[config.mk]
export PLATFORM = sky130hd
export DESIGN_NAME = fp_add_pipe
export DESIGN_NICKNAME = d
export VERILOG_FILES = /design/src/rtl/fp_add_pipe.sv
export SDC_FILE = /design/constraint.sdc
export NUM_CORES = 1
export LEC_CHECK = 0
export CAP_MARGIN = 0
export CORE_UTILIZATION = 30
export CTS_CLUSTER_DIAMETER = 100
export DETAILED_ROUTE_END_ITERATION = 8
export PLACE_DENSITY = 0.47
export SLEW_MARGIN = 20
export SYNTH_ARGS = -nofsm -noshare
export SYNTH_HDL_FRONTEND = slang
export SYNTH_SLANG_ARGS = --single-unit
[constraint.sdc]
create_clock -name clk -period 7 [get_ports clk]
set_clock_uncertainty 0.05 [all_clocks]
set_input_delay 1.05 -clock clk [delete_from_list [all_inputs] [get_ports clk]]
set_output_delay 1.05 -clock clk [all_outputs]
set_load 0.01 [all_outputs]
[src/rtl/fp_add_pipe.sv]
// Three-stage pipelined floating-point adder/subtractor with an explicit leading
// significand bit. One shared advance enable stalls all stages at once.
module fp_add_pipe #(
  parameter int EXP_W = 9,
  parameter int SIG_W = 30,
  localparam int W = 1 + EXP_W + SIG_W
) (
  input  logic         clk,
  input  logic         reset,
  input  logic [W-1:0] in_a,
  input  logic [W-1:0] in_b,
  input  logic         in_op,
  input  logic         in_valid,
  output logic         in_ready,
  output logic [W-1:0] out_sum,
  output logic         out_ovf,
  output logic         out_unf,
  output logic         out_valid,
  input  logic         out_ready
);
  localparam int STAGES = 3;
  localparam int LZW    = $clog2(SIG_W + 1);

  typedef struct packed {
    logic             sa;
    logic             sb;
    logic [EXP_W-1:0] exp;
    logic [SIG_W-1:0] siga;
    logic [SIG_W-1:0] sigb;
  } s1_t;

  typedef struct packed {
    logic             sign;
    logic [EXP_W-1:0] exp;
    logic [SIG_W:0]   sum;
  } s2_t;

  logic [STAGES:1] vld_pipe;
  logic            en, acc;
  s1_t             s1_n, s1_q;
  s2_t             s2_n, s2_q;

  assign out_valid = vld_pipe[STAGES];
  assign en        = !out_valid | out_ready;
  assign in_ready  = en & !reset;
  assign acc       = in_valid & in_ready;

  function automatic logic [LZW-1:0] lzc(input logic [SIG_W-1:0] v);
    lzc = LZW'(SIG_W);
    for (int i = 0; i < SIG_W; i++)
      if (v[i]) lzc = LZW'(SIG_W - 1 - i);
  endfunction

  // S1: effective sign of b, magnitude swap, alignment of the smaller operand
  logic             sb_eff, swap;
  logic [W-2:0]     hi, lo;
  logic [EXP_W-1:0] d;

  always_comb begin
    sb_eff    = in_b[W-1] ^ in_op;
    swap      = in_b[W-2:0] > in_a[W-2:0];
    hi        = swap ? in_b[W-2:0] : in_a[W-2:0];
    lo        = swap ? in_a[W-2:0] : in_b[W-2:0];
    d         = hi[W-2:SIG_W] - lo[W-2:SIG_W];
    s1_n.sa   = swap ? sb_eff : in_a[W-1];
    s1_n.sb   = swap ? in_a[W-1] : sb_eff;
    s1_n.exp  = hi[W-2:SIG_W];
    s1_n.siga = hi[SIG_W-1:0];
    s1_n.sigb = (32'(d) >= 32'(SIG_W)) ? '0 : lo[SIG_W-1:0] >> d;
  end

  // S2: A is never smaller than B, so the difference cannot go negative
  always_comb begin
    s2_n.sign = s1_q.sa;
    s2_n.exp  = s1_q.exp;
    if (s1_q.sa == s1_q.sb) s2_n.sum = {1'b0, s1_q.siga} + {1'b0, s1_q.sigb};
    else                    s2_n.sum = {1'b0, s1_q.siga - s1_q.sigb};
  end

  // S3: normalize, saturate on exponent overflow, flush to +0 on underflow
  logic             n_sign, n_ovf, n_unf;
  logic [EXP_W-1:0] n_exp;
  logic [SIG_W-1:0] n_sig;
  logic [LZW-1:0]   lz;

  always_comb begin
    lz     = lzc(s2_q.sum[SIG_W-1:0]);
    n_sign = s2_q.sign;
    n_exp  = s2_q.exp;
    n_sig  = s2_q.sum[SIG_W-1:0];
    n_ovf  = 1'b0;
    n_unf  = 1'b0;
    if (s2_q.sum[SIG_W]) begin
      if (&s2_q.exp) begin
        n_exp = '1;
        n_sig = '1;
        n_ovf = 1'b1;
      end else begin
        n_exp = s2_q.exp + 1'b1;
        n_sig = s2_q.sum[SIG_W:1];
      end
    end else if (s2_q.sum == '0) begin
      n_sign = 1'b0;
      n_exp  = '0;
      n_sig  = '0;
    end else if (32'(s2_q.exp) < 32'(lz)) begin
      n_sign = 1'b0;
      n_exp  = '0;
      n_sig  = '0;
      n_unf  = 1'b1;
    end else begin
      n_exp = s2_q.exp - EXP_W'(lz);
      n_sig = s2_q.sum[SIG_W-1:0] << lz;
    end
  end

  always_ff @(posedge clk) begin
    if (reset) begin
      vld_pipe <= '0;
      out_sum  <= '0;
      out_ovf  <= 1'b0;
      out_unf  <= 1'b0;
    end else if (en) begin
      vld_pipe <= {vld_pipe[STAGES-1:1], acc};
      s1_q     <= s1_n;
      s2_q     <= s2_n;
      out_sum  <= {n_sign, n_exp, n_sig};
      out_ovf  <= vld_pipe[STAGES-1] & n_ovf;
      out_unf  <= vld_pipe[STAGES-1] & n_unf;
    end
  end
endmodule

Word level (Yosys, flattened, before mapping)
Cells that the tools add are included.
W data, S select, Z words.
{"block": "totals", "romBits": 0, "out_inout_bits": 44, "latch_bits": 0, "ram_bits": 0, "memories": 0, "reg_bits": 157, "inputBits": 85, "wordCells": 87}
{"block": "op_classes", "div": 0, "n_bitwise": 7, "n_addsub": 5, "multipliers": 0, "shifts": 2, "n_mux": 51, "n_lt_le_gt_ge": 3, "reduce_logical": 5, "eq_ne": 1}
{"cell": "$mux W5", "count": 29}
{"cell": "$mux W30", "count": 4}
{"cell": "$mux W39", "count": 2}
{"cell": "$gt A39 B39 Y1", "count": 1}
{"cell": "$mux W9", "count": 4}
{"cell": "$add A30 B30 Y31", "count": 1}
{"cell": "$logic_not A31 Y1", "count": 1}
{"cell": "$shl A30 B5 Y30", "count": 1}
{"cell": "$shr A30 B9 Y30", "count": 1}
{"cell": "$sub A30 B30 Y30", "count": 1}
{"cell": "$mux W29", "count": 1}
{"cell": "$mux W1", "count": 10}
{"cell": "$add A9 B1 Y9 const B", "count": 1}
{"cell": "$ge A9 B5 Y1 const B", "count": 1}
{"cell": "$lt A9 B5 Y1", "count": 1}
{"cell": "$reduce_and A9 Y1", "count": 1}
{"cell": "$sub A9 B5 Y9", "count": 1}
{"cell": "$sub A9 B9 Y9", "count": 1}
{"cell": "$and A1 B1 Y1", "count": 4}
{"cell": "$logic_not A1 Y1", "count": 2}
{"cell": "$mux W2", "count": 1}
{"cell": "$reduce_and A2 Y1", "count": 1}
{"cell": "$eq A1 B1 Y1", "count": 1}
{"cell": "$not A1 Y1", "count": 1}
{"cell": "2 further kinds", "count": 2}

Depth between registers and ports, before layout
Gate-level depths: netlist of the first run.
{"block": "logic_depth", "depth_word": 35, "mapped_depth": 28, "mapped_depth_nobuf": 23}

Worst setup path before layout of the first run
OpenSTA, ideal clock, no wires.
{"block": "synth_path", "kind": "input -> output", "start": "input reset", "end": "output in_ready", "t_required_ns": 5.900, "path_buffers": 1, "cell_stages": 2, "setup_slack_ns": -0.196, "arrival_ns": 6.096, "path_cell_list": "clkbuf_1 nor2_1"}
{"block": "synth_via", "elab_chain_len": 2}
{"item": "start: declaration", "line_no": "9", "source": "input logic reset,"}
{"item": "$logic_not A1 Y1", "line_no": "45", "source": "assign in_ready = en & !reset;"}
{"item": "$and A1 B1 Y1", "line_no": "45"}
{"item": "end: declaration", "line_no": "14", "source": "output logic in_ready,"}
No other way between the ends.

Final worst setup path of the first run
{"block": "layout_path", "start": "input in_a[33]", "end": "register s1_q[13] (netlist name), data pin"}
{"block": "layout_via", "elab_chain_len": 4, "elab_cells_between_ends": 6, "cone_classes": "1 x add/sub; 2 x order compare; 1 x shift; 2 x mux"}
{"item": "start: declaration", "line_no": "10", "source": "input logic [W-1:0] in_a,"}
{"item": "$gt A39 B39 Y1", "line_no": "61", "source": "swap = in_b[W-2:0] > in_a[W-2:0];"}
{"item": "$mux W39, on equally long branches", "line_no": "62, 63"}
{"item": "$sub A9 B9 Y9", "line_no": "64", "source": "d = hi[W-2:SIG_W] - lo[W-2:SIG_W];"}
{"item": "$shr A30 B9 Y30 / $ge A9 B5 Y1 (equally long branches)", "line_no": "69", "source": "s1_n.sigb = (32'(d) >= 32'(SIG_W)) ? '0 : lo[SIG_W-1:0] >> d;"}
{"item": "end signal: assignment", "line_no": "125", "source": "s1_q <= s1_n;"}
{"item": "end: declaration", "line_no": "40", "source": "s1_t s1_n, s1_q;"}
Parallel ways exist; a longest one is shown, timed or not.
A chain may end at the register's enable or synchronous reset.

==> key figures, run 1 <==
GRT
  • Aggregate global routing overflow: 0
  • First-pass GRT wire length: 73,200 um
  • Vias in the first global route: 12,600
  • Antenna violations before repair: 0
  • Pin count of the biggest net entering global routing: 71
  • Gr usage total: 0.198

Clock tree
  • Clock H-tree levels: 4
  • Hold buffer count at cts: 0
  • Clk slew on worst S/H paths: 70 ps
  • CTS root buffer: sky130_fd_sc_hd__clkbuf_16
  • Number of clock sinks: 157
  • Cts bufs inserted: 17
  • Buffers inserted by post-CTS timing repair: 0
  • Maximum count of clock buffers along a single path: 2
  • TritonCTS clock tree: yes
  • Cells resized by post-CTS repair: 0
  • Clock latency reported for the late side of the worst-skew pair: 450 ps

Placement
  • Number of cells after detailed placement: 2,352
  • Final weighted congestion in routability-driven placement: 0.932
  • Detailed placer's ending HPWL: 37,500 um
  • Number of buffers inserted by port buffering: 128

Cells and area
  • Proportion of layout cells with a drive suffix above 1: 0.0852
  • Non-Filler Instances: 2,385
  • Count of inserted antenna diode cells: 0
  • Layout Nets: 1,965
  • Syn-to-layout area delta: 18.8%
  • Post-layout util: 0.365

Route
  • DRC: 0
  • Mean routed wirelength per cell: 19.8 um
  • Detailed-route wire length: 47,300 um
  • Iteration count of the initial detailed-routing pass: 6
  • Antenna Violating Nets Remaining: 0
  • DRC violation total after the first TritonRoute iteration: 915
  • Overall via count from detail_route: 12,800
  • Post-DR vias/cell: 5.37

Worst hold path
  • Min-Delay Path Class: register to register
  • Hold-critical path depth: 0

Power
  • Sw frac: 0.413
  • Overall power of the completed layout: 4.35 mW
  • Worst-case vdd ir drop: 179 uV
  • Power density of the placed cells: 260 mW/mm2
  • Relative contribution of sequential cells to total power: 0.310
  • Share of power burned in the clock network: 0.225
  • Net switching power: 1.80 mW
  • Leakage power: 6.78 nW
  • Design internal power: 2.55 mW
  • Combinational power share: 0.466

STA
  • Final max-slew violation count: 0
  • Number of failing setup endpoints in the final timing report: 0
  • Final count of hold timing violations: 0
  • Final TNS setup: 0 ps
  • Worst Hold Slack: 374 ps
  • Setup repair after global routing missed its margin: false
  • Minimum period implied by the final worst setup slack: 5990 ps
  • Actual transition at the worst max-transition pin: 1010 ps
  • Worst slew margin: 0.328
  • Highest attainable clock frequency: 167 MHz
  • Period utilisation layout: 0.855

Setup path
  • Kind of end point of the critical path: register
  • Worst-path fanout max: 16
  • Data required time at the worst endpoint: 7200 ps
  • Type of element launching the critical path: input pin
  • Number of cell instances on the worst register-to-register path: 15
  • Worst Setup Path Type: input pin to register
  • Worst Path Arrival: 6180 ps

Status
  • Result of the run: finished clean

Synth
  • Synthesis-stage register bit count: 157
  • Cells after Synth: 1,670
  • Top flip-flop cell by instance count after synthesis: sky130_fd_sc_hd__edfxtp_1
  • Async SR Flop Fraction: 0
  • Top post-synthesis cells by area: sky130_fd_sc_hd__edfxtp_1 (24%), sky130_fd_sc_hd__ha_1 (9.3%), sky130_fd_sc_hd__mux2i_1 (7.0%)
  • Fraction of post-synthesis cell area in the top cell type by area: 0.239
  • Post-Syn Nets: 1,863
  • Number of synthesized flops with an enable pin: 112
  • Mapped Area: 0.0141 mm2
  • Top cell type by total area after synthesis: sky130_fd_sc_hd__edfxtp_1
  • Synthesized area per cell: 8.42 um2
  • Number of warnings printed during yosys synthesis: 0
  • Number of distinct library cells after synthesis: 81
  • Portion of the post-synthesis area used by sequential elements: 0.303

Floorplanning
  • Die area: 0.0477 mm2
  • Die boundary height: 218 um
  • Boundary Pins: 129
  • Overall die width: 218 um
  • Core region area: 0.0458 mm2
  • Row count: 78
  • Initial core utilization: 0.307

Flow run
  • Max_cap viols: 0
routing by layer:
metal,wire (um),track usage,share of wire
met1,21500,0.258,0.45
met2,22900,0.339,0.48
met3,1710,0.0210,0.036
met4,1160,0.0660,0.025
met5,0,0,0
final cells by class:
cell class | count | area [um2]
Multi-Input combinational cell | 1311 | 9040
Tap cell | 600 | 751
Timing Repair Buffer | 168 | 1610
Inverter | 117 | 439
Clock inverter | 15 | 179
Fill cell | 4679 | 29100
Clock buffer | 17 | 425
Sequential cell | 157 | 4260
sequential cells by signal, indices dropped and copies added (netlist names):
name / flops
vld_pipe: 3
out_ovf: 1
out_sum: 40
s2_q: 41
out_unf: 1
s1_q: 71
cells by family after synthesis:
group                    synth area share
AO/OA/AOI/OAI                       0.214
XOR/XNOR                           0.0274
adder cells (fa/ha/maj)            0.0977
buffers and inverters              0.0565
flip-flops                          0.303
multiplexers                        0.119
AND/OR/NAND/NOR                     0.181
power by group through the flow:
stage | combinational, mW | clock, mW | sequential (mW)
after CTS | 2.01 | 0.996 | 1.35
after global placement | 2.02 | 0 | 1.37
after detailed placement | 2.00 | 0 | 1.37
final | 2.03 | 0.976 | 1.35
after floorplan | 1.34 | 0 | 1.30
after global routing | 2.21 | 1.03 | 1.36
worst paths after layout:
path,start,slack [ps],end
worst max-delay path,in_a[33],1010,s1_q[13]$_SDFFCE_PP0P_
worst min-delay path,s1_q[64]$_DFFE_PP_,370,s2_q[35]$_DFFE_PP_
worst max register to register,s2_q[29]$_DFFE_PP_,1750,out_sum[20]$_SDFFE_PP0N_
worst min register to register,s1_q[64]$_DFFE_PP_,370,s2_q[35]$_DFFE_PP_
layout by cell type, fill, tap and decap left out, drive strengths merged, types with 24 or more instances in the layout:
cell / count
ha: 105
and3: 24
nand2: 136
xnor2: 28
a21oi: 107
nor2: 178
a31oi: 24
dfxtp: 45
mux2i: 99
nand3: 57
nor3: 38
inv: 123
a211oi: 39
o21ai: 113
edfxtp: 112
buf: 40
mux2: 50
clkdlybuf4s50: 128
through the flow:
stage	setup slack [ps]	cell area, um2
detailed placement	375	16100
global placement	561	16100
floorplan	528	14100
global route	735	16700
CTS	846	16700
finish	1010	16700
critical path: stages:
cell                              delay (ps)
sky130_fd_sc_hd__clkdlybuf4s50_1         530
sky130_fd_sc_hd__inv_1                    60
sky130_fd_sc_hd__ha_1                    450
sky130_fd_sc_hd__nand4_1                 200
sky130_fd_sc_hd__nor4_1                  340
sky130_fd_sc_hd__buf_4                   200
sky130_fd_sc_hd__nand3_1                 210
sky130_fd_sc_hd__or3_1                   470
sky130_fd_sc_hd__o41ai_4                 110
sky130_fd_sc_hd__buf_4                   300
sky130_fd_sc_hd__mux2i_1                 260
sky130_fd_sc_hd__a211oi_1                100
sky130_fd_sc_hd__o32a_1                  320
sky130_fd_sc_hd__or4b_4                  530
sky130_fd_sc_hd__mux2i_4                 240
sky130_fd_sc_hd__nor2_2                  110
sky130_fd_sc_hd__or2_1                   340
sky130_fd_sc_hd__o32ai_1                 350
cell usage after synthesis (all sizes together) (14+ instances only):
library cell / n
nor2: 178
nand2: 136
inv: 116
o21ai: 113
edfxtp: 112
a21oi: 107
ha: 105
mux2i: 99
clkbuf: 58
nand3: 57
mux2: 50
dfxtp: 45
a211oi: 39
nor3: 38
xnor2: 28
buf: 27
a31oi: 24
and3: 24
and2: 20
o211ai: 20
or3: 16
xor2: 16
nand2b: 14
o21bai: 14
o22ai: 14
Note: power is estimated with default switching activity, not from simulation.
==> run 2: changes to the inputs <==
--- a/config.mk
+++ b/config.mk
@@ -5,11 +5,12 @@
 export SDC_FILE = /design/constraint.sdc
 export NUM_CORES = 1
 export LEC_CHECK = 0
+export ABC_AREA = 1
 export CAP_MARGIN = 0
-export CORE_UTILIZATION = 30
+export CORE_UTILIZATION = 54
 export CTS_CLUSTER_DIAMETER = 100
 export DETAILED_ROUTE_END_ITERATION = 8
-export PLACE_DENSITY = 0.47
+export PLACE_DENSITY = 0.77
 export SLEW_MARGIN = 20
 export SYNTH_ARGS = -nofsm -noshare
 export SYNTH_HDL_FRONTEND = slang
==> key figures, run 2 <==
GRT
  • Vias in the first global route: 13,100 (was 12,600)
  • Gr usage total: 0.324 (was 0.198)
  • Aggregate global routing overflow: 0 (unchanged)
  • First-pass GRT wire length: 68,200 um (was 73,200 um)
  • Antenna violations before repair: 0 (unchanged)
  • Pin count of the biggest net entering global routing: 63 (was 71)

Route
  • Post-DR vias/cell: 5.99 (was 5.37)
  • Detailed-route wire length: 43,400 um (was 47,300 um)
  • Mean routed wirelength per cell: 17.7 um (was 19.8 um)
  • DRC: 0 (unchanged)
  • Overall via count from detail_route: 14,700 (was 12,800)
  • Antenna Violating Nets Remaining: 0 (unchanged)
  • DRC violation total after the first TritonRoute iteration: 1,910 (was 915)
  • Iteration count of the initial detailed-routing pass: 8 (was 6)

Clock tree
  • Clock latency reported for the late side of the worst-skew pair: 440 ps (was 450 ps)
  • CTS root buffer: sky130_fd_sc_hd__clkbuf_16 (unchanged)
  • TritonCTS clock tree: yes (unchanged)
  • Clk slew on worst S/H paths: 80 ps (was 70 ps)
  • Number of clock sinks: 157 (unchanged)
  • Hold buffer count at cts: 0 (unchanged)
  • Cells resized by post-CTS repair: 0 (unchanged)
  • Clock H-tree levels: 4 (unchanged)
  • Cts bufs inserted: 17 (unchanged)
  • Maximum count of clock buffers along a single path: 2 (unchanged)
  • Buffers inserted by post-CTS timing repair: 0 (unchanged)

Synth
  • Cells after Synth: 2,050 (was 1,670)
  • Top post-synthesis cells by area: sky130_fd_sc_hd__edfxtp_1 (24%), sky130_fd_sc_hd__nand3_1 (15%), sky130_fd_sc_hd__nand2_1 (11%) (was sky130_fd_sc_hd__edfxtp_1 (24%), sky130_fd_sc_hd__ha_1 (9.3%), sky130_fd_sc_hd__mux2i_1 (7.0%))
  • Leading cell type by number of instances after synthesis: sky130_fd_sc_hd__nand3_1 (was sky130_fd_sc_hd__nor2_1)
  • Synthesis-stage register bit count: 157 (unchanged)
  • Async SR Flop Fraction: 0 (unchanged)
  • Mapped Area: 0.0141 mm2 (about the same)
  • Top flip-flop cell by instance count after synthesis: sky130_fd_sc_hd__edfxtp_1 (unchanged)
  • Post-Syn Nets: 2,243 (was 1,863)
  • Number of warnings printed during yosys synthesis: 0 (unchanged)
  • Portion of the post-synthesis area used by sequential elements: 0.302 (was 0.303)
  • Number of distinct library cells after synthesis: 55 (was 81)
  • Top cells by instance count after synthesis: sky130_fd_sc_hd__nand3_1 (416), sky130_fd_sc_hd__nand2_1 (410), sky130_fd_sc_hd__inv_1 (231), sky130_fd_sc_hd__o21ai_0 (190), sky130_fd_sc_hd__a21oi_1 (116) (was sky130_fd_sc_hd__nor2_1 (177), sky130_fd_sc_hd__nand2_1 (136), sky130_fd_sc_hd__inv_1 (114), sky130_fd_sc_hd__edfxtp_1 (112), sky130_fd_sc_hd__o21ai_0 (109))
  • Number of synthesized flops with an enable pin: 112 (unchanged)
  • Fraction of post-synthesis cell area in the top cell type by area: 0.238 (was 0.239)
  • Synthesized area per cell: 6.88 um2 (was 8.42 um2)
  • Top cell type by total area after synthesis: sky130_fd_sc_hd__edfxtp_1 (unchanged)

STA
  • Period utilisation layout: 0.796 (was 0.855)
  • Worst Hold Slack: 375 ps (was 374 ps)
  • Final count of hold timing violations: 0 (unchanged)
  • Actual transition at the worst max-transition pin: 1160 ps (was 1010 ps)
  • Minimum period implied by the final worst setup slack: 5570 ps (was 5990 ps)
  • Final max-slew violation count: 0 (unchanged)
  • Final TNS setup: 0 ps (unchanged)
  • Number of failing setup endpoints in the final timing report: 0 (unchanged)
  • Worst slew margin: 0.226 (was 0.328)
  • Highest attainable clock frequency: 179 MHz (was 167 MHz)
  • Setup repair after global routing missed its margin: false (unchanged)

Power
  • Sw frac: 0.446 (was 0.413)
  • Leakage power: 7.44 nW (was 6.78 nW)
  • Power density of the placed cells: 267 mW/mm2 (was 260 mW/mm2)
  • Overall power of the completed layout: 4.30 mW (was 4.35 mW)
  • Net switching power: 1.92 mW (was 1.80 mW)
  • Combinational power share: 0.472 (was 0.466)
  • Design internal power: 2.38 mW (was 2.55 mW)
  • Relative contribution of sequential cells to total power: 0.313 (was 0.310)
  • Share of power burned in the clock network: 0.215 (was 0.225)
  • Worst-case vdd ir drop: 141 uV (was 179 uV)

Setup path
  • Kind of end point of the critical path: register (unchanged)
  • Data required time at the worst endpoint: 7320 ps (was 7200 ps)
  • Type of element launching the critical path: register (was input pin)
  • Worst-path fanout max: 36 (was 16)
  • Worst Path Arrival: 5900 ps (was 6180 ps)
  • Most common cell type on the critical path: sky130_fd_sc_hd__nand2_1 (was sky130_fd_sc_hd__buf_4)
  • Worst Setup Path Type: register to register (was input pin to register)
  • Cell with the largest stage delay on the worst path: sky130_fd_sc_hd__inv_1 (was sky130_fd_sc_hd__clkdlybuf4s50_1)
  • Longest individual stage delay on the worst path: 630 ps (was 530 ps)

Cells and area
  • Post-layout util: 0.633 (was 0.365)
  • Biggest registers after layout: s1_q: 71 flops, s2_q: 41 flops, out_sum: 40 flops (unchanged)
  • Max FFs per register: 71 (unchanged)
  • Non-Filler Instances: 2,452 (was 2,385)
  • Most frequent standard cell in the layout excluding fill and tap cells: sky130_fd_sc_hd__nand3_1 (was sky130_fd_sc_hd__nor2_1)
  • Syn-to-layout area delta: 14.0% (was 18.8%)
  • Proportion of layout cells with a drive suffix above 1: 0.0471 (was 0.0852)
  • Register bank with the most flops: s1_q (unchanged)
  • Count of inserted antenna diode cells: 0 (unchanged)
  • Layout Nets: 2,302 (was 1,965)
  • Commonest cells after routing, fill and taps aside: sky130_fd_sc_hd__nand3_1 (416), sky130_fd_sc_hd__nand2_1 (410), sky130_fd_sc_hd__inv_1 (231) (was sky130_fd_sc_hd__nor2_1 (176), sky130_fd_sc_hd__nand2_1 (136), sky130_fd_sc_hd__clkdlybuf4s50_1 (128))

Floorplanning
  • Initial core utilization: 0.555 (was 0.307)
  • Die area: 0.0268 mm2 (was 0.0477 mm2)
  • Overall die width: 164 um (was 218 um)
  • Core region area: 0.0254 mm2 (was 0.0458 mm2)
  • Row count: 58 (was 78)
  • Boundary Pins: 129 (unchanged)
  • Die boundary height: 164 um (was 218 um)

Worst hold path
  • Min-Delay Path Class: register to register (unchanged)

Placement
  • Number of buffers inserted by port buffering: 128 (unchanged)
  • Detailed placer's ending HPWL: 32,800 um (was 37,500 um)
  • Number of cells after detailed placement: 2,420 (was 2,352)
  • Final weighted congestion in routability-driven placement: 0.976 (was 0.932)

Flow run
  • Max_cap viols: 0 (unchanged)

Status
  • Result of the run: finished clean (unchanged)
## run 2: changes by cell type after synthesis, sizes merged, moves of 26 or more
cell	delta
mux2	-50
nand4	+49
nand2	+285
inv	+123
nand3	+364
mux2i	-96
o21ai	+85
a211oi	-37
nor2	-88
clkbuf	+26
## run 2: worst max-delay path: cells and delay by family (launching register included)
| family | cells | cell delay (ps) |
|---|---|---|
| buffers and inverters | 5 | 1200 |
| AO/OA/AOI/OAI | 3 | 790 |
| adder cells (fa/ha/maj) | 1 | 270 |
| AND/OR/NAND/NOR | 32 | 2700 |
| flip-flops | 1 | 470 |
## run 2: routing by layer
metal / routed length [um] / GRT usage / vias to the layer above / share of wire
met3: 3500 / 0.0396 / 87 / 0.081
met4: 1010 / 0.0943 / 0 / 0.023
met2: 20100 / 0.527 / 757 / 0.46
met1: 18800 / 0.451 / 6721 / 0.43
li1: - / - / 7129 / -
met5: 0 / 0 / - / 0
## run 2: kinds of logic after synthesis
logic type | Yosys count | share of synthesized area
flops | 157 | 0.302
xor+xnor | 45 | 0.0279
buf+inv | 354 | 0.100
compound gates | 368 | 0.142
mux | 3 | 0.00213
simple gates | 1015 | 0.328
fa+ha+maj | 108 | 0.0974
## run 2: path summary, 6_finish.rpt
check,from,endpoint,slack [ps],cells after the start
max,s2_q[2]$_DFFE_PP_,out_sum[11]$_SDFFE_PP0N_,1430,41
min,s1_q[61]$_DFFE_PP_,s2_q[32]$_DFFE_PP_,370,0
max reg2reg,s2_q[2]$_DFFE_PP_,out_sum[11]$_SDFFE_PP0N_,1430,41
min reg2reg,s1_q[61]$_DFFE_PP_,s2_q[32]$_DFFE_PP_,370,0
## run 2: area by class of cell
| type | count | area, um2 |
|---|---|---|
| clock inverter | 15 | 168 |
| multi-input combinational | 1539 | 8450 |
| inverter | 244 | 921 |
| tap | 330 | 413 |
| fill | 2297 | 9310 |
| timing repair buffer | 150 | 1450 |
| clock buffer | 17 | 425 |
| sequential | 157 | 4260 |
## run 2: per-stage QoR
| step | area [um2] | worst slack, ps |
|---|---|---|
| after floorplan | 14100 | 1770 |
| after global placement | 15500 | 1320 |
| after detailed placement | 15500 | 1260 |
| after CTS | 16100 | 1600 |
| after global routing | 16100 | 894 |
| final | 16100 | 1430 |
## run 2: power groups by stage
| stage | logic [mW] | clock network [mW] | registers, mW |
|---|---|---|---|
| CTS | 1.98 | 0.935 | 1.34 |
| finish | 2.03 | 0.926 | 1.34 |
| global placement | 1.95 | 0 | 1.35 |
| global route | 2.24 | 0.975 | 1.35 |
| floorplan | 1.40 | 0 | 1.31 |
| detailed placement | 1.97 | 0 | 1.36 |
==> run 3: changes to the inputs <==
==> constraint.sdc (replaced) <==
create_clock -name clk -period 4.82 [get_ports clk]
set_clock_uncertainty 0.05 [all_clocks]
set_input_delay 0.723 -clock clk [delete_from_list [all_inputs] [get_ports clk]]
set_output_delay 0.723 -clock clk [all_outputs]
set_load 0.01 [all_outputs]
==> key figures, run 3 (synthesis results as in run 2) <==
Route
  • Antenna Violating Nets Remaining: 0 (unchanged)
  • Mean routed wirelength per cell: 18.0 um (was 17.7 um)
  • Detailed-route wire length: 45,200 um (was 43,400 um)
  • Iteration count of the initial detailed-routing pass: 9 (was 8)
  • Overall via count from detail_route: 14,900 (was 14,700)
  • Post-DR vias/cell: 5.95 (was 5.99)
  • DRC: 0 (unchanged)
  • DRC violation total after the first TritonRoute iteration: 1,667 (was 1,910)

Setup path
  • Reg2reg end: s2_q[28]$_DFFE_PP_ (was out_sum[11]$_SDFFE_PP0N_)
  • Type of element launching the critical path: input pin (was register)
  • R2R Setup Slk: 490 ps (was 1430 ps)
  • Most common cell type on the critical path: sky130_fd_sc_hd__nand2_1 (unchanged)
  • Family with the most delay on the worst path: simple AND/OR/NAND/NOR gates (unchanged)
  • Worst Path Arrival: 4670 ps (was 5900 ps)
  • Worst-path fanout max: 17 (was 36)
  • Kind of end point of the critical path: register (unchanged)
  • Longest individual stage delay on the worst path: 450 ps (was 630 ps)
  • Cell with the largest stage delay on the worst path: sky130_fd_sc_hd__clkdlybuf4s50_1 (was sky130_fd_sc_hd__inv_1)
  • Critical Path Stages: 31 (was 41)
  • Number of cell instances on the worst register-to-register path: 23 (was 41)
  • Data required time at the worst endpoint: 5050 ps (was 7320 ps)
  • Worst Setup Path Type: input pin to register (was register to register)
  • Crit Reg-Reg Startpoint: s1_q[0]$_SDFFCE_PP0P_ (was s2_q[2]$_DFFE_PP_)
  • Count of buffer and inverter cells on the critical path: 6 (was 5)

Cells and area
  • Layout fillers: 2,278 (was 2,297)
  • Proportion of layout cells with a drive suffix above 1: 0.0775 (was 0.0471)
  • Sequential cell area in the final layout: 0.00426 mm2 (unchanged)
  • Non-Filler Instances: 2,511 (was 2,452)
  • Register bank with the most flops: s1_q (unchanged)
  • Biggest registers after layout: s1_q: 71 flops, s2_q: 41 flops, out_sum: 40 flops (unchanged)
  • Layout Nets: 2,361 (was 2,302)
  • Most frequent standard cell in the layout excluding fill and tap cells: sky130_fd_sc_hd__nand3_1 (unchanged)
  • Multi-input combinational cell area: 0.00849 mm2 (was 0.00845 mm2)
  • Post-route design area: 0.0167 mm2 (was 0.0161 mm2)
  • Commonest cells after routing, fill and taps aside: sky130_fd_sc_hd__nand3_1 (411), sky130_fd_sc_hd__nand2_1 (409), sky130_fd_sc_hd__inv_1 (230) (was sky130_fd_sc_hd__nand3_1 (416), sky130_fd_sc_hd__nand2_1 (410), sky130_fd_sc_hd__inv_1 (231))
  • Count of inserted antenna diode cells: 0 (unchanged)
  • Max FFs per register: 71 (unchanged)
  • Syn-to-layout area delta: 18.3% (was 14.0%)

Power
  • Power density of the placed cells: 390 mW/mm2 (was 267 mW/mm2)
  • Worst-case vdd ir drop: 226 uV (was 141 uV)
  • Leakage power: 7.78 nW (was 7.44 nW)

GRT
  • Antenna violations before repair: 1 (was 0)
  • Aggregate global routing overflow: 0 (unchanged)
  • First-pass GRT wire length: 71,600 um (was 68,200 um)
  • Pin count of the biggest net entering global routing: 76 (was 63)
  • Gr usage total: 0.341 (was 0.324)
  • Vias in the first global route: 13,900 (was 13,100)

STA
  • Final max-slew violation count: 0 (unchanged)
  • Actual transition at the worst max-transition pin: 1040 ps (was 1160 ps)
  • Final TNS setup: 0 ps (unchanged)
  • Worst slew margin: 0.304 (was 0.226)
  • Period utilisation layout: 0.920
  • Number of failing setup endpoints in the final timing report: 0 (unchanged)
  • Minimum period implied by the final worst setup slack: 4430 ps
  • Setup repair after global routing missed its margin: true (was false)
  • Highest attainable clock frequency: 226 MHz
  • Final count of hold timing violations: 0 (unchanged)

Clock tree
  • Clock H-tree levels: 4 (unchanged)
  • CTS root buffer: sky130_fd_sc_hd__clkbuf_16 (unchanged)
  • Cells resized by post-CTS repair: 0 (unchanged)
  • Hold buffer count at cts: 0 (unchanged)
  • Clk slew on worst S/H paths: 70 ps (was 80 ps)
  • Cts bufs inserted: 17 (unchanged)
  • Clock latency reported for the late side of the worst-skew pair: 440 ps (about the same)
  • Maximum count of clock buffers along a single path: 2 (unchanged)
  • Buffers inserted by post-CTS timing repair: 0 (unchanged)
  • Number of clock sinks: 157 (unchanged)
  • TritonCTS clock tree: yes (unchanged)

Worst hold path
  • Hold-critical path depth: 0 (unchanged)
  • Hold endpoint: s2_q[39]$_DFFE_PP_ (was s2_q[32]$_DFFE_PP_)
  • Min-Delay Path Class: register to register (unchanged)
  • Start point of the worst hold path: s1_q[68]$_DFFE_PP_ (was s1_q[61]$_DFFE_PP_)

Floorplanning
  • Row count: 58 (unchanged)
  • Overall die width: 164 um (unchanged)
  • Die area: 0.0268 mm2 (unchanged)
  • Initial core utilization: 0.555 (unchanged)
  • Die boundary height: 164 um (unchanged)
  • Core region area: 0.0254 mm2 (unchanged)
  • Boundary Pins: 129 (unchanged)

Placement
  • Detailed placer's ending HPWL: 34,500 um (was 32,800 um)
  • Final weighted congestion in routability-driven placement: 0.961 (was 0.976)
  • Number of buffers inserted by port buffering: 128 (unchanged)
  • Number of cells after detailed placement: 2,479 (was 2,420)
  • Cell area reported after detailed placement: 0.0160 mm2 (was 0.0155 mm2)

Flow run
  • Max_cap viols: 0 (unchanged)

Status
  • Result of the run: finished clean (unchanged)
[run 3: cell types whose count changed in the layout (fill, tap and decap cells not counted), sizes merged]
cell	delta
buf	+59
bufinv	+1
inv	-1
clkinv	-3
clkbuf	+3
[run 3: metal layers]
layer  up-vias  GRT usage  share of wire
met4         0      0.136          0.034
met5         -          0              0
met1      6840      0.470           0.44
met3       104     0.0401          0.075
li1       7259          -              -
met2       727      0.542           0.45
[run 3: through the flow]
step | worst slack [ps] | total power [mW] | hold slack, ps | util
final | 386 | 6.50 | 372 | 0.657
after detailed placement | -54.9 | 5.00 | 355 | 0.631
after global placement | -52.7 | 4.97 | 351 | 0.631
after global routing | -5.79 | 6.90 | 376 | 0.657
after CTS | 136 | 6.44 | 373 | 0.655
after floorplan | 61.3 | 3.94 | 350 | -
[run 3: layout make-up]
class,count,share of cell area
multi-input combinational,1539,0.509
sequential,157,0.255
clock buffer,20,0.0287
timing repair buffer,209,0.119
inverter,244,0.0552
tap,330,0.0247
clock inverter,12,0.00840
[run 3: worst max-delay path by stage]
stage / slack (ps) / startpoint / end
2_1_floorplan: 60 / out_ready / out_sum[33]$_SDFFE_PP0N_
3_3_place_gp: -50 / in_a[35] / s1_q[0]$_SDFFCE_PP0P_
3_5_place_dp: -50 / in_a[10] / s1_q[15]$_SDFFCE_PP0P_
4_1_cts: 140 / s2_q[2]$_DFFE_PP_ / out_sum[23]$_SDFFE_PP0N_
5_1_grt: -6 / in_a[8] / s1_q[19]$_SDFFCE_PP0P_
6_report: 390 / in_a[10] / s1_q[19]$_SDFFCE_PP0P_
[run 3: report_power, final]
group	leakage, nW	internal (mW)	switching [mW]
clock network	0.303	0.800	0.639
logic	6.00	1.15	1.96
registers	1.48	1.72	0.236
total	7.78	3.67	2.83
